$ cat config.mk
export PLATFORM = sky130hd
export DESIGN_NAME = vote_arbiter_flat
export DESIGN_NICKNAME = d
export VERILOG_FILES = /design/src/rtl/vote_arbiter_if.sv /design/src/rtl/vote_arbiter.sv /design/src/flat_wrapper.sv
export SDC_FILE = /design/constraint.sdc
export NUM_CORES = 1
export LEC_CHECK = 0
export BUFFER_PORTS_ARGS = -buffer_cell sky130_fd_sc_hd__buf_2
export CORE_MARGIN = 5
export CORE_UTILIZATION = 60
export DETAILED_ROUTE_END_ITERATION = 10
export GPL_TIMING_DRIVEN = 0
export PLACE_DENSITY = 0.83
export RECOVER_POWER = 50
export SETUP_SLACK_MARGIN = 0.2
export SLEW_MARGIN = 20
export SYNTH_ARGS = -nofsm -noshare
export SYNTH_HDL_FRONTEND = slang
export SYNTH_SLANG_ARGS = --single-unit
export TNS_END_PERCENT = 1
$ cat constraint.sdc
create_clock -name clock -period 5.6 [get_ports clock]
set_clock_uncertainty 0.05 [all_clocks]
set_input_delay 0.84 -clock clock [delete_from_list [all_inputs] [get_ports clock]]
set_output_delay 0.84 -clock clock [all_outputs]
set_load 0.02 [all_outputs]
$ cat src/rtl/vote_arbiter_if.sv
// Button/tally bus between the candidate front-end and vote_arbiter.
// VOTE_TOTAL_EN adds the total_votes running count.
interface vote_arbiter_if #(
    parameter int CNT_W = 8
);
    logic             mode;
    logic             clear_counts;
    logic             candidate1_button_press;
    logic             candidate2_button_press;
    logic             candidate3_button_press;
    logic             candidate4_button_press;
    logic             valid_vote_casted;
    logic [CNT_W-1:0] candidate1_vote;
    logic [CNT_W-1:0] candidate2_vote;
    logic [CNT_W-1:0] candidate3_vote;
    logic [CNT_W-1:0] candidate4_vote;
    logic             busy;
    logic             rejected;
`ifdef VOTE_TOTAL_EN
    logic [CNT_W+1:0] total_votes;
`endif

    modport slave (
        input  mode, clear_counts,
        input  candidate1_button_press, candidate2_button_press,
        input  candidate3_button_press, candidate4_button_press,
        output valid_vote_casted, busy, rejected,
`ifdef VOTE_TOTAL_EN
        output total_votes,
`endif
        output candidate1_vote, candidate2_vote, candidate3_vote, candidate4_vote
    );

    modport master (
        output mode, clear_counts,
        output candidate1_button_press, candidate2_button_press,
        output candidate3_button_press, candidate4_button_press,
        input  valid_vote_casted, busy, rejected,
`ifdef VOTE_TOTAL_EN
        input  total_votes,
`endif
        input  candidate1_vote, candidate2_vote, candidate3_vote, candidate4_vote
    );
endinterface

$ cat src/rtl/vote_arbiter.sv
// Vote-registration controller: one vote per press/release, ambiguous-press
// rejection, post-vote lockout and saturating tallies. VOTE_TOTAL_EN adds total_votes.
module vote_arbiter #(
    parameter int LOCKOUT_CYCLES = 100000000,
    parameter int CNT_W          = 8
) (
    input logic           clock,
    input logic           reset,
    vote_arbiter_if.slave bus
);
    localparam int LOCK_W = (LOCKOUT_CYCLES > 1) ? $clog2(LOCKOUT_CYCLES) : 1;
    localparam logic [LOCK_W-1:0] LOCK_LOAD = LOCK_W'(LOCKOUT_CYCLES - 1);

    typedef enum logic [1:0] {IDLE, GRANT, LOCKOUT, RELEASE} state_t;

    state_t            state_q, state_d;
    logic [1:0]        idx_q, idx_d;
    logic [LOCK_W-1:0] lock_q, lock_d;
    logic [CNT_W-1:0]  tally_q [4];
    logic [CNT_W-1:0]  tally_d [4];
    logic              valid_q, valid_d;
    logic              rej_q, rej_d;
    logic              busy_q, busy_d;
    logic [3:0]        btn;
    logic              multi, one_hot;
    logic [1:0]        btn_idx;
    logic              clear_ok;

    function automatic logic [CNT_W-1:0] sat_inc(input logic [CNT_W-1:0] v);
        return (&v) ? v : v + 1'b1;
    endfunction

`ifdef VOTE_TOTAL_EN
    logic [CNT_W+1:0] total_q, total_d;

    function automatic logic [CNT_W+1:0] sat_inc_total(input logic [CNT_W+1:0] v);
        return (&v) ? v : v + 1'b1;
    endfunction

    assign bus.total_votes = total_q;
`endif

    assign btn = {bus.candidate4_button_press, bus.candidate3_button_press,
                  bus.candidate2_button_press, bus.candidate1_button_press};
    // Clearing the lowest set bit leaves something only when two or more are high.
    assign multi    = (btn & (btn - 4'd1)) != 4'd0;
    assign one_hot  = (btn != 4'd0) && !multi;
    assign clear_ok = (state_q == IDLE) && bus.mode && bus.clear_counts;

    always_comb begin
        btn_idx = 2'd0;
        for (int i = 0; i < 4; i++) begin
            if (btn[i]) btn_idx = 2'(i);
        end
    end

    always_ff @(posedge clock or negedge reset) begin
        if (!reset) begin
            state_q <= IDLE;
            idx_q   <= 2'd0;
            lock_q  <= '0;
            valid_q <= 1'b0;
            rej_q   <= 1'b0;
            busy_q  <= 1'b0;
            for (int i = 0; i < 4; i++) tally_q[i] <= '0;
`ifdef VOTE_TOTAL_EN
            total_q <= '0;
`endif
        end else begin
            state_q <= state_d;
            idx_q   <= idx_d;
            lock_q  <= lock_d;
            valid_q <= valid_d;
            rej_q   <= rej_d;
            busy_q  <= busy_d;
            for (int i = 0; i < 4; i++) tally_q[i] <= tally_d[i];
`ifdef VOTE_TOTAL_EN
            total_q <= total_d;
`endif
        end
    end

    always_comb begin
        state_d = state_q;
        idx_d   = idx_q;
        lock_d  = lock_q;
        case (state_q)
            IDLE: begin
                if (!bus.mode) begin
                    if (one_hot) begin
                        idx_d   = btn_idx;
                        state_d = GRANT;
                    end else if (multi) begin
                        state_d = RELEASE;
                    end
                end
            end
            GRANT: begin
                lock_d  = LOCK_LOAD;
                state_d = LOCKOUT;
            end
            LOCKOUT: begin
                if (lock_q == '0) state_d = RELEASE;
                else              lock_d  = lock_q - 1'b1;
            end
            RELEASE: begin
                if (btn == 4'd0) state_d = IDLE;
            end
            default: state_d = IDLE;
        endcase
    end

    // Outputs are registered, so each _d here becomes visible one edge later.
    always_comb begin
        for (int i = 0; i < 4; i++) tally_d[i] = tally_q[i];
        valid_d = 1'b0;
        rej_d   = (state_q == IDLE) && !bus.mode && multi;
        busy_d  = (state_d != IDLE);
`ifdef VOTE_TOTAL_EN
        total_d = total_q;
`endif
        if (state_q == GRANT) begin
            tally_d[idx_q] = sat_inc(tally_q[idx_q]);
            valid_d        = 1'b1;
`ifdef VOTE_TOTAL_EN
            total_d        = sat_inc_total(total_q);
`endif
        end else if (clear_ok) begin
            for (int i = 0; i < 4; i++) tally_d[i] = '0;
`ifdef VOTE_TOTAL_EN
            total_d = '0;
`endif
        end
    end

    assign bus.valid_vote_casted = valid_q;
    assign bus.rejected          = rej_q;
    assign bus.busy              = busy_q;
    assign bus.candidate1_vote   = tally_q[0];
    assign bus.candidate2_vote   = tally_q[1];
    assign bus.candidate3_vote   = tally_q[2];
    assign bus.candidate4_vote   = tally_q[3];
endmodule

$ cat src/flat_wrapper.sv
// flat-port wrapper written by rule: the top's interface ports become plain ports
module vote_arbiter_flat 
#(
    parameter int LOCKOUT_CYCLES = 100000000,
    parameter int CNT_W          = 8
)
  (clock, reset, bus_mode, bus_clear_counts, bus_candidate1_button_press, bus_candidate2_button_press, bus_candidate3_button_press, bus_candidate4_button_press, bus_valid_vote_casted, bus_busy, bus_rejected, bus_candidate1_vote, bus_candidate2_vote, bus_candidate3_vote, bus_candidate4_vote);
  vote_arbiter_if #(.CNT_W(CNT_W)) bus_i ();
  input logic clock;
  input logic reset;
  input wire logic [$bits(bus_i.mode)-1:0] bus_mode;
  input wire logic [$bits(bus_i.clear_counts)-1:0] bus_clear_counts;
  input wire logic [$bits(bus_i.candidate1_button_press)-1:0] bus_candidate1_button_press;
  input wire logic [$bits(bus_i.candidate2_button_press)-1:0] bus_candidate2_button_press;
  input wire logic [$bits(bus_i.candidate3_button_press)-1:0] bus_candidate3_button_press;
  input wire logic [$bits(bus_i.candidate4_button_press)-1:0] bus_candidate4_button_press;
  output wire logic [$bits(bus_i.valid_vote_casted)-1:0] bus_valid_vote_casted;
  output wire logic [$bits(bus_i.busy)-1:0] bus_busy;
  output wire logic [$bits(bus_i.rejected)-1:0] bus_rejected;
  output wire logic [$bits(bus_i.candidate1_vote)-1:0] bus_candidate1_vote;
  output wire logic [$bits(bus_i.candidate2_vote)-1:0] bus_candidate2_vote;
  output wire logic [$bits(bus_i.candidate3_vote)-1:0] bus_candidate3_vote;
  output wire logic [$bits(bus_i.candidate4_vote)-1:0] bus_candidate4_vote;
  assign bus_i.mode = bus_mode;
  assign bus_i.clear_counts = bus_clear_counts;
  assign bus_i.candidate1_button_press = bus_candidate1_button_press;
  assign bus_i.candidate2_button_press = bus_candidate2_button_press;
  assign bus_i.candidate3_button_press = bus_candidate3_button_press;
  assign bus_i.candidate4_button_press = bus_candidate4_button_press;
  assign bus_valid_vote_casted = bus_i.valid_vote_casted;
  assign bus_busy = bus_i.busy;
  assign bus_rejected = bus_i.rejected;
  assign bus_candidate1_vote = bus_i.candidate1_vote;
  assign bus_candidate2_vote = bus_i.candidate2_vote;
  assign bus_candidate3_vote = bus_i.candidate3_vote;
  assign bus_candidate4_vote = bus_i.candidate4_vote;
  vote_arbiter #(.LOCKOUT_CYCLES(LOCKOUT_CYCLES), .CNT_W(CNT_W)) u_core (.clock(clock), .reset(reset), .bus(bus_i));
endmodule
==> impl_metrics.yaml <==
routing:
  drt-total-wl_um: 9750
  via_count: 3454
  ant_nets: 0
  dr.pass1.iters: 5
  drc: 0
  avgViaCountPerCell: 6.73
  detail_route.iter0.violations: 334
  wl_per_cell_um: 19.0
clock_tree:
  clock_tree.root_cell: "clkbuf_8"
  clock-sinks: 66
  clk_latency_ns: 0.35
  cts_resized: 0
  postCtsSetupBuffers: 0
  clockBufferDepth: 2
  cts_made_buffers: 9
  clk_pin_slew_ns: 0.07
  cts-hold-fix-buffers: 0
  cts_tree: "built"
  htree_levels: 3
sta:
  hold_viol_final: 0
  fmaxAchievable_mhz: 284
  timing.setup.tns_ns: 0
  rsz0062_at_grt: "false"
  worstMarginPinSlew_ns: 2.44
  setup_viol: 0
  min_period_ns: 3.52
  drv_slew: 48
  max_slew_margin_pct: -62.9
  period_share_pct: 62.9
  setup_ws_ns: 2.08
setup_path:
  crit_chain: "clkbuf_1 > clkbuf_1"
  worst-setup-path-type: "in -> async"
  critPathMaxStageDelay_ns: 1.80
  critPathArrivalTime_ns: 3.42
  endpoint_kind: "asynchronous set/reset pin"
  crit_path_top_delay_cell: "clkbuf_1"
  critPathMostFrequentCell: "clkbuf_1"
  worstSetupStartpointType: "primary input"
  critPathTopFamily: "buffers and inverters"
  r2r_setup_slack_ns: 2.18
  required_ns: 5.49
  path_max_fanout: 47
  crit_buf_inv: 2
pwr:
  p_seq_share_pct: 39.6
  p_sw_uw: 966
  p_clk_share_pct: 18.4
  p_leak_nw: 1.68
  peakVddDrop_mv: 0.290
  power_mw: 2.19
  power_density_mw_per_mm2: 527
  p_int_mw: 1.23
  swShare_pct: 44.1
  p_comb_share_pct: 42.0
min_path:
  hold_class: "reg -> reg"
place:
  port_buffers: 42
  dpl-instance-area_sq_mm: 0.00401
  gp_congestion: 0.871
  dp_hpwl_um: 6880
  placedCellCount: 497
  preCtsSetupSlack_ns: 2.26
floorplan:
  dieArea_sq_mm: 0.00779
  io_pins: 43
  core_area_sq_mm: 0.00592
  dieWidth_um: 88.2
  rows: 28
  fp.dieH_um: 88.2
  initial_utilization_pct: 62.0
flow_run:
  cap_violations: 1
synth:
  mappedNetlistArea_sq_mm: 0.00367
  ys_seq_area_share_pct: 45.0
  syn_avg_cell_area_sq_um: 9.69
  synth_area_leaders: "dfrtp_1 (45%), o21ai_0 (6.8%), nand3_1 (5.9%)"
  synthCells: 379
  synth_top_area_cell: "dfrtp_1"
  yosysTopAreaCellShare_pct: 45.0
  synthesis.nets: 390
  synth_edf_count: 0
  yosysWarnings: 0
  synth_ff_type: "dfrtp_1"
  async_reset_ff_share_pct: 100
  synth_cell_types: 60
  ys_ff_latch: 66
grt:
  grt_pass1_wl_um: 16000
  grt_usage_pct: 26.9
  grt_max_degree: 48
  gr-total-overflow: 0
  first_global_vias: 3205
  antenna_found_initial: 0
final_layout:
  drive_gt1_share_pct: 16.7
  multi_input_area_sq_mm: 0.00188
  diodes: 0
  final_cell_mix: "dfrtp_1 (66), o21ai_0 (50), nand3_1 (43)"
  syn_to_final_growth_pct: 13.2
  seqCellArea_sq_mm: 0.00165
  fin_area_sq_mm: 0.00416
  num-fill-cells: 465
  instances_no_fill: 513
  nNetsFinal: 444
  mostFrequentLayoutCell: "dfrtp_1"
status:
  violations: "max-capacitance violations, max-slew violations"
  status: "finished, violations left"
-- path summary, 6_finish.rpt --
kind                       depth (start not counted)                             to               from
max in group clock                                 9  u_core.bus.candidate4_vote[3]    u_core.idx_q[1]
min reg2reg                                        1              u_core.lock_q[19]  u_core.lock_q[19]
max reg2reg                                        9  u_core.bus.candidate4_vote[3]    u_core.idx_q[1]
min                                                1              u_core.lock_q[19]  u_core.lock_q[19]
min in group asynchronous                          1               u_core.lock_q[6]              reset
max                                                2  u_core.bus.candidate4_vote[4]              reset
-- registers in the layout (all words and copies together) (netlist names) --
register	count
u_core.lock_q	27
u_core.bus.candidate1_vote	8
u_core.bus.busy	1
u_core.bus.candidate4_vote	8
u_core.bus.candidate3_vote	8
u_core.idx_q	2
u_core.bus.candidate2_vote	8
u_core.bus.rejected	1
u_core.bus.valid_vote_casted	1
u_core.state_q	2
-- synthesized netlist by cell type, types with 2 or more instances --
master,instances
o22a_1,3
inv_1,5
nand3_1,43
xor2_1,4
o21ai_1,5
o211ai_1,3
nor3_1,14
a211oi_1,2
nand4_1,4
a21oi_1,3
a31o_2,3
o21ba_2,2
mux4_2,8
or3_1,9
a31oi_1,3
buf_2,3
nor3b_1,2
o311ai_0,2
or4_1,12
clkbuf_1,20
and3_1,2
a21boi_0,2
nand2_1,21
o31ai_1,3
o31a_1,2
mux2i_1,10
nor4_1,7
nand2b_1,3
nor4_2,2
a2bb2oi_1,4
dfrtp_1,66
o21ai_0,50
buf_6,2
o32a_1,2
ha_1,3
o221a_2,2
o2111ai_1,2
nor2_1,24
-- metrics by stage --
stage,util (%),hold WS (ns)
after floorplan,-,0.408
after global placement,67.2,0.437
after detailed placement,67.7,0.446
after CTS,71.0,0.325
after global routing,70.2,0.481
final,70.2,0.458
-- power groups by stage --
stage          clock (mW)  sequential [mW]  combinational, mW
3_5_place_dp            0            0.865              0.929
6_report            0.404            0.867              0.921
2_1_floorplan           0            0.969              0.503
5_1_grt             0.434            0.892               1.02
4_1_cts             0.404            0.857              0.932
3_3_place_gp            0            0.852              0.899
-- final cells by class --
cell class | instances | area share (%)
multi-input combinational | 282 | 45.3
sequential | 66 | 39.7
timing repair buffer | 43 | 4.69
clock buffer | 11 | 3.40
buffer | 26 | 2.89
tap | 75 | 2.26
clock inverter | 5 | 1.29
inverter | 5 | 0.451
-- metal layers --
layer / global-route usage, % / vias up / part of all wire [%]
li1: - / 1571 / -
met1: 37.8 / 1674 / 43
met2: 41.0 / 183 / 46
met3: 5.68 / 26 / 8.5
met4: 11.3 / 0 / 2.4
met5: 0 / - / 0
-- cells by family after synthesis --
family,synth area share [%]
DFF,45.0
adders and majority gates,1.29
buffers and inverters,3.78
muxes,7.63
xor gates and xnor gates,0.954
and+or+nand+nor,22.6
AOI/OAI and AO/OA,18.8
Note: power is estimated with default switching activity, not from simulation.
